### src/rtl/clk_pkg.sv
// Shared selection codes, switchover FSM states and default divides
// for the CPU clock generator.
package clk_pkg;

  localparam logic [1:0] SEL_50M = 2'b11;
  localparam logic [1:0] SEL_31K = 2'b10;
  localparam logic [1:0] SEL_2M  = 2'b01;
  localparam logic [1:0] SEL_250 = 2'b00;

  typedef enum logic [1:0] {
    RUN,
    WAIT_OLD_LOW,
    HOLD,
    WAIT_NEW_LOW
  } clk_state_e;

  localparam int DIV_50M_DEF  = 5;
  localparam int DIV_2M_DEF   = 125;
  localparam int DIV_31K_DEF  = 8000;
  localparam int DIV_250_DEF  = 1000000;
  localparam int DEBOUNCE_DEF = 250000;
  localparam int HOLD_CYC_DEF = 4;

  // src is packed so that the selection code indexes its source
  function automatic logic pick_src(
    input logic [1:0] sel,
    input logic [3:0] src
  );
    return src[sel];
  endfunction

endpackage

### src/rtl/clk_div_sq.sv
// Free-running divide-by-D square wave: high for floor(D/2) counts,
// low for the rest, registered output.
module clk_div_sq #(
  parameter int D = 5
) (
  input  logic clk,
  input  logic rst_n,
  output logic q
);

  localparam int CW = (D > 1) ? $clog2(D) : 1;
  localparam logic [CW-1:0] LAST = CW'(D - 1);
  localparam logic [CW-1:0] HALF = CW'(D / 2);

  logic [CW-1:0] cnt_q, cnt_d;
  logic          q_q, q_d;

  // next count wraps D-1 -> 0; output decodes current count
  always_comb begin
    cnt_d = (cnt_q == LAST) ? '0 : cnt_q + CW'(1);
    q_d   = (cnt_q < HALF);
  end

  // counter and output registers
  always_ff @(posedge clk or negedge rst_n) begin
    if (!rst_n) begin
      cnt_q <= '0;
      q_q   <= 1'b0;
    end else begin
      cnt_q <= cnt_d;
      q_q   <= q_d;
    end
  end

  assign q = q_q;

endmodule

### src/rtl/cpu_clock_gen.sv
// CPU source clock dividers plus glitch-free switchover onto cpuclk.
// Optional switch debounce: define CLKSW_DEBOUNCE_EN.
module cpu_clock_gen
  import clk_pkg::*;
#(
  parameter int DIV_50M  = DIV_50M_DEF,
  parameter int DIV_2M   = DIV_2M_DEF,
  parameter int DIV_31K  = DIV_31K_DEF,
  parameter int DIV_250  = DIV_250_DEF,
  parameter int DEBOUNCE = DEBOUNCE_DEF,
  parameter int HOLD_CYC = HOLD_CYC_DEF
) (
  input  logic       pll0_250MHz,
  input  logic       n_reset,
  input  logic [1:0] sw,
  output logic       MHz50,
  output logic       MHz2,
  output logic       KHz31,
  output logic       Hz250,
  output logic       cpuclk,
  output logic       cpuclk_rise,
  output logic [1:0] sel_active,
  output logic       switching
);

  localparam int HW = $clog2(HOLD_CYC + 1);

  if (HOLD_CYC < 1 || DEBOUNCE < 1) begin : g_bad_cfg
    $error("HOLD_CYC and DEBOUNCE must be at least 1");
  end

  clk_div_sq #(.D(DIV_50M)) u_div_50m (
    .clk(pll0_250MHz), .rst_n(n_reset), .q(MHz50));
  clk_div_sq #(.D(DIV_2M)) u_div_2m (
    .clk(pll0_250MHz), .rst_n(n_reset), .q(MHz2));
  clk_div_sq #(.D(DIV_31K)) u_div_31k (
    .clk(pll0_250MHz), .rst_n(n_reset), .q(KHz31));
  clk_div_sq #(.D(DIV_250)) u_div_250 (
    .clk(pll0_250MHz), .rst_n(n_reset), .q(Hz250));

  logic [1:0] sw_m_q, sw_s_q;
  logic [1:0] sw_s, sw_q;

  // two-flop synchronizer for the raw switches
  always_ff @(posedge pll0_250MHz or negedge n_reset) begin
    if (!n_reset) begin
      sw_m_q <= 2'b00;
      sw_s_q <= 2'b00;
    end else begin
      sw_m_q <= sw;
      sw_s_q <= sw_m_q;
    end
  end

  assign sw_s = sw_s_q;

`ifdef CLKSW_DEBOUNCE_EN
  localparam int DW = $clog2(DEBOUNCE + 1);

  logic [DW-1:0] deb_cnt_q, deb_cnt_d;
  logic [1:0]    sw_last_q, sw_last_d;
  logic [1:0]    sw_qual_q, sw_qual_d;

  // restart stability count on any change, accept once it saturates
  always_comb begin
    sw_last_d = sw_s;
    deb_cnt_d = deb_cnt_q;
    sw_qual_d = sw_qual_q;
    if (sw_s != sw_last_q) begin
      deb_cnt_d = '0;
    end else if (deb_cnt_q != DW'(DEBOUNCE - 1)) begin
      deb_cnt_d = deb_cnt_q + DW'(1);
    end else begin
      sw_qual_d = sw_last_q;
    end
  end

  // debounce state registers
  always_ff @(posedge pll0_250MHz or negedge n_reset) begin
    if (!n_reset) begin
      deb_cnt_q <= '0;
      sw_last_q <= 2'b00;
      sw_qual_q <= 2'b00;
    end else begin
      deb_cnt_q <= deb_cnt_d;
      sw_last_q <= sw_last_d;
      sw_qual_q <= sw_qual_d;
    end
  end

  assign sw_q = sw_qual_q;
`else
  assign sw_q = sw_s;
`endif

  clk_state_e    state_q, state_d;
  logic [1:0]    target_q, target_d;
  logic [1:0]    sel_q, sel_d;
  logic [HW-1:0] hold_q, hold_d;
  logic          cpuclk_q, cpuclk_d;
  logic          rise_q, rise_d;
  logic [3:0]    src_vec;
  logic          cur_src;

  assign src_vec = {MHz50, KHz31, MHz2, Hz250};
  assign cur_src = pick_src(sel_q, src_vec);

  // switchover FSM; cpuclk may only fall once a change is pending
  always_comb begin
    state_d  = state_q;
    target_d = target_q;
    sel_d    = sel_q;
    hold_d   = hold_q;
    cpuclk_d = cur_src;
    unique case (state_q)
      RUN: begin
        if (sw_q != sel_q) begin
          target_d = sw_q;
          cpuclk_d = cpuclk_q & cur_src;
          state_d  = WAIT_OLD_LOW;
        end
      end
      WAIT_OLD_LOW: begin
        cpuclk_d = cpuclk_q & cur_src;
        if (!cur_src) begin
          hold_d  = '0;
          state_d = HOLD;
        end
      end
      HOLD: begin
        cpuclk_d = 1'b0;
        hold_d   = hold_q + HW'(1);
        if (hold_q == HW'(HOLD_CYC - 1)) begin
          sel_d   = target_q;
          state_d = WAIT_NEW_LOW;
        end
      end
      WAIT_NEW_LOW: begin
        cpuclk_d = 1'b0;
        if (!cur_src) begin
          state_d = RUN;
        end
      end
      default: begin
        cpuclk_d = 1'b0;
        state_d  = RUN;
      end
    endcase
    rise_d = cpuclk_d & ~cpuclk_q;
  end

  // FSM, selection and output registers
  always_ff @(posedge pll0_250MHz or negedge n_reset) begin
    if (!n_reset) begin
      state_q  <= RUN;
      target_q <= SEL_250;
      sel_q    <= SEL_250;
      hold_q   <= '0;
      cpuclk_q <= 1'b0;
      rise_q   <= 1'b0;
    end else begin
      state_q  <= state_d;
      target_q <= target_d;
      sel_q    <= sel_d;
      hold_q   <= hold_d;
      cpuclk_q <= cpuclk_d;
      rise_q   <= rise_d;
    end
  end

  assign cpuclk      = cpuclk_q;
  assign cpuclk_rise = rise_q;
  assign sel_active  = sel_q;
  assign switching   = (state_q != RUN);

endmodule

### config.mk
export PLATFORM = sky130hd
export DESIGN_NAME = cpu_clock_gen
export DESIGN_NICKNAME = d
export VERILOG_FILES = /design/src/rtl/clk_pkg.sv /design/src/rtl/clk_div_sq.sv /design/src/rtl/cpu_clock_gen.sv
export SDC_FILE = /design/constraint.sdc
export NUM_CORES = 1
export LEC_CHECK = 0
export ABC_AREA = 1
export BUFFER_PORTS_ARGS = -buffer_cell sky130_fd_sc_hd__clkbuf_2
export CAP_MARGIN = 40
export CORE_MARGIN = 2
export CORE_UTILIZATION = 50
export DETAILED_ROUTE_END_ITERATION = 10
export GPL_TIMING_DRIVEN = 0
export PLACE_DENSITY = 0.79
export RECOVER_POWER = 25
export SYNTH_ARGS = -nofsm -noshare
export SYNTH_HDL_FRONTEND = slang
export SYNTH_HIERARCHICAL = 1
export SYNTH_SLANG_ARGS = --single-unit
export TNS_END_PERCENT = 50
### constraint.sdc
create_clock -name pll0_250MHz -period 1.7 [get_ports pll0_250MHz]
set_clock_uncertainty 0.2 [all_clocks]
set_input_delay 0.34 -clock pll0_250MHz [delete_from_list [all_inputs] [get_ports pll0_250MHz]]
set_output_delay 0.34 -clock pll0_250MHz [all_outputs]
set_load 0.02 [all_outputs]
Yosys cells after proc, flatten, opt, wreduce, memory -nomap -nowiden
Cells that the tools add are included.

Add/subtract/negate cells: 5. Multiply operators: 0. Divide/modulo/power cells: 0. Order comparisons: 5. Eq/ne operators: 13. Shifts and indexed selects: 0. Muxes and demuxes: 15. Bitwise operators: 3. Reductions and logical operators: 8.

Operators by type and width (number): $add A20 B1 Y20 const B (1); $eq A20 B20 Y1 const B (1); $lt A20 B19 Y1 const B (1); $mux W20 (1); $add A13 B1 Y13 const B (1); $eq A13 B13 Y1 const B (1); $lt A13 B12 Y1 const B (1); $mux W13 (1); $mux W2 (4); $ne A2 B2 Y1 const B (4); $pmux W2 S4 (1); $add A7 B1 Y7 const B (1); $eq A7 B7 Y1 const B (1); $lt A7 B6 Y1 const B (1); $mux W7 (1); $add A3 B1 Y3 const B (2); $mux W3 (2); $pmux W3 S2 (1); $reduce_and A2 Y1 (3); $eq A2 B2 Y1 const B (2); $reduce_and A4 Y1 (1); $reduce_bool A2 Y1 (2); $eq A3 B2 Y1 const B (1); $eq A3 B3 Y1 const B (1); 11 further kinds (13).

Bits in registers: 62. Latch bits: 0. RAM bits: 0. Bits in read-only memories: 0. Bits of input ports: 4. Output and inout bits: 9. Logic and storage cells: 65. Memories kept: 0.

Logic depth before layout (Yosys ltp)
Gate-level depths: netlist (run 1).

Word-level depth: 6. Mapped depth: 8. Gate-level depth less buffers: 8.

Cells and area by module
Netlist (run 1), hierarchy kept.

By module, submodules not included: clk_div_sq (u_div_250) (instances 1, cells an instance 173, area each 1297.5 µm², sequential area each 525.5 µm²); cpu_clock_gen (instances 1, cells an instance 86, area each 783.3 µm², sequential area each 375.4 µm²); clk_div_sq (u_div_31k) (instances 1, cells an instance 100, area each 775.7 µm², sequential area each 350.3 µm²); clk_div_sq (u_div_2m) (instances 1, cells an instance 45, area each 385.4 µm², sequential area each 200.2 µm²); clk_div_sq (u_div_50m) (instances 1, cells an instance 15, area each 160.2 µm², sequential area each 100.1 µm²).

Least setup slack after synthesis (run 1)
OpenSTA, ideal clock, no wires.

Path kind: register to register. Start: register u_div_250.cnt_q[0]. End: register u_div_250.cnt_q[5]. Library setup time: 0.120 ns. Arrival time: 1.161 ns. Required time: 1.380 ns. Path slack: 0.219 ns. Stages on the path, launching flop included: 7. Path buffers: 0. Clock period less this slack: 1.481 ns. Cell sequence: dfrtp_1 ha_1 nand3_1 nor3_1 nand2_1 nor2_4 nor2_1.

Word-level cells in the longest chain between the ends: 2. Elaborated cells on any way between the ends: 3. Those cells by class: add/sub (1); eq/ne (1); mux (1).

RTL lines: start: declaration (RTL line clk_div_sq.sv:15) `logic [CW-1:0] cnt_q, cnt_d;`; start signal: assignment (RTL line clk_div_sq.sv:30) `cnt_q <= cnt_d;`; $add A20 B1 Y20 / $eq A20 B20 Y1 (equally long branches) (RTL line clk_div_sq.sv:20) `cnt_d = (cnt_q == LAST) ? '0 : cnt_q + CW'(1);`; $mux W20 * (RTL line clk_div_sq.sv:20); net u_div_250.cnt_d[5] (RTL line clk_div_sq.sv:15).

The timed path passes the listed nets; every way through them passes the cells marked *. A chain may end at the register's enable or synchronous reset.

Worst setup path after layout (run 1)
Start: register state_q[1]. End: output port switching.

Word-level cells in the longest chain between the ends: 1.

RTL lines: start: declaration (RTL line cpu_clock_gen.sv:96) `clk_state_e state_q, state_d;`; start signal: assignment (RTL line cpu_clock_gen.sv:162) `state_q <= state_d;`; $reduce_bool A2 Y1 (RTL line cpu_clock_gen.sv:174) `assign switching = (state_q != RUN);`; end: declaration (RTL line cpu_clock_gen.sv:23) `output logic switching`.

Every way passes these cells.

==> summary.txt, run 1 <==
WP data arrival: 1.15 ns
CTS Root Cell: clkbuf_8
layout filler cell count: 573
Final WS setup: 0.0148 ns
worst-path maximum fanout: 3
CTS buffer count: 9
CP Depth: 4
vias in the first global route: 2493
sequential area share after synthesis: 45.6%
H-tree lvl count: 3
final WL: 6190 µm
Vias: 2648
worst ir drop on vdd: 0.493 mV
CP Capture Type: primary output
Setup violations, final: 0
Post-synth top flop: dfrtp_1
Worst-path clk slew: 0.08 ns
Hold Crit Class: flip-flop to flip-flop
first drt pass iteration count: 4
Die Height: 86.5 µm
CP Class: flip-flop to primary output
Post-DRT Antenna Nets: 0
Clk Latency, worst-skew pair: 0.34 ns
ratio of cells with drive above 1 in the final layout: 17.0%
DRC Markers: 0
relative slew slack: 46.2%
TritonCTS clock tree: built
initial drt markers: 142
Post-synth EDFFs: 0
ys async rst share: 100%
Worst R2R Path Depth: 7
Longest Clk Path Bufs: 2
slowest CP cell: dfrtp_1
global-route wire length before repair: 10700 µm
post-synthesis net count: 436
Post-Synthesis Cells: 419
# diodes: 0
num rows: 30
Pwr per Cell Area: 1060 mW/mm²
status: finished, final reports clean
input/output buffers: 12
Synth Area per Inst: 8.12 µm²
GR Util All Layers: 18.1%
placer congestion estimate: 0.917
initial antenna violation count: 0
measured slew at the worst slew-check pin: 0.807 ns
worst path bufs/invs: 3
grt ovf: 0
DR WL/cell: 11.6 µm
yosys warns: 6
Worst EP required: 1.16 ns
Final Slew Violations: 0
final-report hold violation count: 0
Max-cap violations: 0
DP Area: 0.00356 mm²
Post-Layout Cell Count: 533
synthesized flop and latch total: 62
area grow syn2layout: 13.1%
final cycle utilization of the critical path: 99.1%
critical path's top delay family: flip-flops
Design Area, Final: 0.00385 mm²
placed insts: 511
Max Clock Freq: 0.593 GHz
Mapped Area: 0.00340 mm²
Min-Delay Path Depth: 0
Vias/cell: 4.97
Unique masters post-synth: 28
RSZ-0062 raised after global routing: true
clock sinks: 62
die area: 0.00748 mm²
Core ar.: 0.00668 mm²
Hold Slack: 0.154 ns
DP HPWL: 4430 µm
leakage power: 1.93 nW
final setup TNS: 0 ns
Die X: 86.5 µm
Initial Utilization: 50.9%
CP most frequent cell: inv_2
crit path launch type: flip-flop
final net count: 465
minimum clock period: 1.69 ns
pre-CTS setup slack: -0.00649 ns
critical-path cell list: inv_2, ha_4, inv_2, buf_6
slowest cell delay on critical path: 0.39 ns
largest net degree at the start of global routing: 63
boundary pin count: 13
-- layout make-up --
type                            instances  area, µm²  area share (%)
Clock buffer                            9        124            3.22
Timing Repair Buffer                   18        116            3.03
Tap cell                               80        100            2.60
Inverter                               57        214            5.56
Clock inverter                          7       97.6            2.54
Sequential cell                        62       1550            40.3
Multi-Input combinational cell        300       1640            42.7
-- kinds of logic after synthesis --
group	after synthesis	synth area share, %
simple gates	249	35.6
flops	62	45.6
buf+inv	57	6.29
compound gates	22	3.60
xor+xnor	16	4.12
fa+ha+maj	13	4.78
-- metal layers --
layer	part of all wire, %	wire, µm	vias up	GRT usage, %
li1	-	-	1365	-
met1	46	2840	1219	22.9
met2	49	3020	53	29.9
met3	3.7	232	11	3.81
met4	1.5	93	0	7.53
met5	0	0	-	0
-- registers in the layout, summed over array words and instances, names as in the netlist --
name             count
u_div_250/cnt_q     20
u_div_31k/cnt_q     13
u_div_2m/cnt_q       7
hold_q               3
u_div_50m/cnt_q      3
sel_active           2
state_q              2
sw_m_q               2
sw_q                 2
target_q             2
cpuclk               1
cpuclk_rise          1
u_div_250/q          1
u_div_2m/q           1
u_div_31k/q          1
u_div_50m/q          1
-- what timing repair did --
action	4_1_cts	5_1_grt
hold buffers	3	0
setup endpoints to repair	5	10
pin swaps	1	1
setup buffers	3	0
endpoints found under the hold margin	64	0
gates resized for setup	5	9
gates cloned	0	0
-- report_power, final --
part,internal [mW],leakage (nW),switching (mW),total [mW]
registers,1.60,0.781,0.0860,1.68
logic,0.363,1.04,0.579,0.942
clock network,0.829,0.106,0.608,1.44
-- cells in the final DEF (no fill, tap or decap), types with 2 or more instances in the layout --
| cell | instances |
|---|---|
| nor3_1 | 6 |
| nor2_4 | 10 |
| nand3b_1 | 2 |
| nand2_4 | 2 |
| a21oi_1 | 11 |
| xor2_1 | 14 |
| nor2_2 | 9 |
| buf_4 | 3 |
| o21ai_1 | 3 |
| inv_1 | 52 |
| nand3_1 | 28 |
| ha_2 | 2 |
| nand2_1 | 96 |
| nor2_1 | 68 |
| inv_2 | 5 |
| ha_1 | 10 |
| clkbuf_8 | 9 |
| o21ai_0 | 6 |
| nand4_1 | 6 |
| clkbuf_2 | 6 |
| dfrtp_1 | 62 |
| nand2_2 | 10 |
| xnor2_1 | 2 |
| dlygate4sd3_1 | 3 |
| nand3_2 | 8 |
| clkinvlp_4 | 2 |
| bufinv_16 | 2 |
| clkbuf_1 | 4 |
-- Yosys cell counts (4+ instances only) --
library cell / number / area [µm²]
nor2_1: 68 / 255
nand4_1: 6 / 37.5
dfrtp_1: 62 / 1550
ha_1: 13 / 163
a21oi_1: 11 / 55.1
nand3_2: 8 / 80.1
xor2_1: 14 / 123
nor3_1: 6 / 30.0
nor2_4: 9 / 101
o21ai_1: 5 / 25.0
nor2_2: 10 / 62.6
nand2_1: 96 / 360
inv_2: 4 / 15.0
inv_1: 53 / 199
nand2_2: 10 / 62.6
nand3_1: 27 / 135
-- path summary, 6_finish.rpt --
kind / end / slack (ns) / start
max reg2reg: state_q[0] / 0.09 / state_q[0]
max in group asynchronous: sel_active[1] / 0.33 / n_reset
max: switching / 0.01 / state_q[1]
min reg2reg: sw_q[0] / 0.15 / sw_m_q[0]
min in group asynchronous: u_div_2m/cnt_q[4] / 0.45 / n_reset
min: sw_q[0] / 0.15 / sw_m_q[0]
-- metrics by stage --
step | power (mW) | utilization, %
after detailed placement | 2.58 | 53.4
after global routing | 4.27 | 57.6
after CTS | 4.12 | 57.7
after floorplan | 2.36 | -
after global placement | 2.54 | 53.3
final | 4.06 | 57.6
(Power assumes the default switching activity.)
==> run 2: changes to the inputs <==
--- a/config.mk
+++ b/config.mk
@@ -14,6 +14,7 @@
 export GPL_TIMING_DRIVEN = 0
 export PLACE_DENSITY = 0.79
 export RECOVER_POWER = 25
+export SETUP_SLACK_MARGIN = 0.05
 export SYNTH_ARGS = -nofsm -noshare
 export SYNTH_HDL_FRONTEND = slang
 export SYNTH_HIERARCHICAL = 1
==> run 2 against run 1 <==
  * Clock-buffer cell count stayed put
  * Sequential share of layout area decreased by 0.90 points
  * Non-clock buffer count up 5
  * Die area stayed put
  * Critical path depth did not move
  * Critical path type unchanged
==> summary.txt, run 2 (synthesized netlist as in run 1, its figures left out) <==
Hold Crit Class: flip-flop to flip-flop
Worst-path clk slew: 0.08 ns (about the same)
CP Capture Type: primary output
DP HPWL: 4430 µm (unchanged)
final-report hold violation count: 0 (unchanged)
CTS Root Cell: clkbuf_8
final net count: 470 (+1.1%)
DP Area: 0.00356 mm² (unchanged)
slowest CP cell: dfrtp_1
final WL: 6340 µm (+2.5%)
Setup violations, final: 0 (unchanged)
final setup TNS: 0 ns (unchanged)
die area: 0.00748 mm² (unchanged)
TritonCTS clock tree: built
top flop regs: u_div_250/cnt_q x20, u_div_31k/cnt_q x13, u_div_2m/cnt_q x7
Final Slew Violations: 0 (unchanged)
Worst EP required: 1.16 ns (about the same)
H-tree lvl count: 3 (unchanged)
DR WL/cell: 11.8 µm (+1.5%)
input/output buffers: 12 (unchanged)
global-route wire length before repair: 10900 µm (+1.6%)
most frequent cells in the layout: 96 x nand2_1, 67 x nor2_1, 62 x dfrtp_1
clock sinks: 62 (unchanged)
boundary pin count: 13 (unchanged)
initial antenna violation count: 0 (unchanged)
minimum clock period: 1.67 ns (-0.0178 ns)
measured slew at the worst slew-check pin: 0.816 ns (+0.00889 ns)
Vias: 2678 (+1.1%)
placer congestion estimate: 0.917 (unchanged)
layout filler cell count: 561 (-2.1%)
WP data arrival: 1.13 ns (-0.02 ns)
total power: 4.21 mW (+3.6%)
RSZ-0062 raised after global routing: true
# diodes: 0 (unchanged)
status: finished, final reports clean
grt ovf: 0 (unchanged)
worst ir drop on vdd: 0.488 mV (-0.97%)
first drt pass iteration count: 5 (+1)
commonest non-fill, non-tap cell in the layout: nand2_1
CTS buffer count: 9 (unchanged)
initial drt markers: 155 (+9.2%)
vias in the first global route: 2508 (+0.60%)
Largest register FFs: 20 (unchanged)
post-layout util: 58.9% (+1.3 points)
final cycle utilization of the critical path: 98.1% (-1.0 points)
Design Area, Final: 0.00393 mm² (+2.3%)
Die Height: 86.5 µm (unchanged)
DRC Markers: 0 (unchanged)
num rows: 30 (unchanged)
GR Util All Layers: 18.4% (+0.36 points)
Largest Register: u_div_250/cnt_q
area grow syn2layout: 15.6%
Longest Clk Path Bufs: 2 (unchanged)
worst-path maximum fanout: 2 (-1)
Vias/cell: 4.98 (+0.19%)
CP Class: flip-flop to primary output
Final WS setup: 0.0326 ns (+0.0178 ns)
Post-DRT Antenna Nets: 0 (unchanged)
Initial Utilization: 50.9% (unchanged)
critical path's top delay family: flip-flops
largest net degree at the start of global routing: 63 (unchanged)
critical-path cell list: inv_2, ha_4, inv_2, buf_8
crit path launch type: flip-flop
area of the multi-input gates: 0.00169 mm² (+2.6%)
Clk Latency, worst-skew pair: 0.34 ns (about the same)
leakage power: 1.95 nW (+1.5%)
Core ar.: 0.00668 mm² (unchanged)
CP most frequent cell: inv_2
Max-cap violations: 0 (unchanged)
relative slew slack: 45.6% (-0.59 points)
Reg area: 0.00155 mm² (unchanged)
Die X: 86.5 µm (unchanged)
ratio of cells with drive above 1 in the final layout: 18.8% (+1.8 points)
pre-CTS setup slack: -0.00649 ns (unchanged)
Max Clock Freq: 0.600 GHz (+1.1%)
slowest cell delay on critical path: 0.41 ns (+0.02 ns)
Pwr per Cell Area: 1070 mW/mm² (+1.3%)
worst path bufs/invs: 3 (unchanged)
-- run 2: timing repair --
item,CTS,global route
buffers inserted,7,2
pin swaps,2,5
resized for setup,9,13
hold buffers,3,0
hold endpoints to repair,64,0
setup endpoints to repair,9,12
-- run 2: final timing paths --
check	startpoint	end	slack [ns]	cells past startpoint
max	state_q[1]	switching	0.03	4
min	sw_m_q[0]	sw_q[0]	0.15	0
max reg2reg	state_q[1]	state_q[0]	0.06	8
min reg2reg	sw_m_q[0]	sw_q[0]	0.15	0
max in group asynchronous	n_reset	cpuclk_rise	0.31	2
min in group asynchronous	n_reset	u_div_2m/cnt_q[4]	0.45	2
-- run 2: worst reg2reg max path: stages, from the launching register on --
cell and delay [ns]:
dfrtp_1 0.39, inv_2 0.07, buf_4 0.14, ha_4 0.15, or2_1 0.22, nand3_2 0.11
nand3_2 0.10, nand2_1 0.09, nand2_1 0.05
-- run 2: metrics by stage --
stage / hold WS, ns / cells
after floorplan: -0.156 / 419
after global placement: 0.147 / 511
after detailed placement: 0.140 / 511
after CTS: 0.156 / 537
after global routing: 0.158 / 538
final: 0.154 / 538
-- run 2: where the power goes --
part / internal, mW / switching [mW]
clock: 0.829 / 0.606
combinational: 0.454 / 0.631
sequential: 1.60 / 0.0893
total: 2.88 / 1.33
-- run 2: layout make-up --
class                           count  share of cell area [%]
Clock buffer                        9                    3.15
Inverter                           57                    5.44
Timing Repair Buffer               23                    4.10
Multi-Input combinational cell    300                    42.8
Sequential cell                    62                    39.4
Tap cell                           80                    2.54
Clock inverter                      7                    2.48
-- run 2: routing by layer --
metal | global-route usage [%] | wire [µm] | vias up
met1 | 23.3 | 2940 | 1245
met3 | 3.81 | 218 | 10
met5 | 0 | 0 | -
met2 | 30.8 | 3080 | 53
li1 | - | - | 1370
met4 | 7.53 | 95 | 0
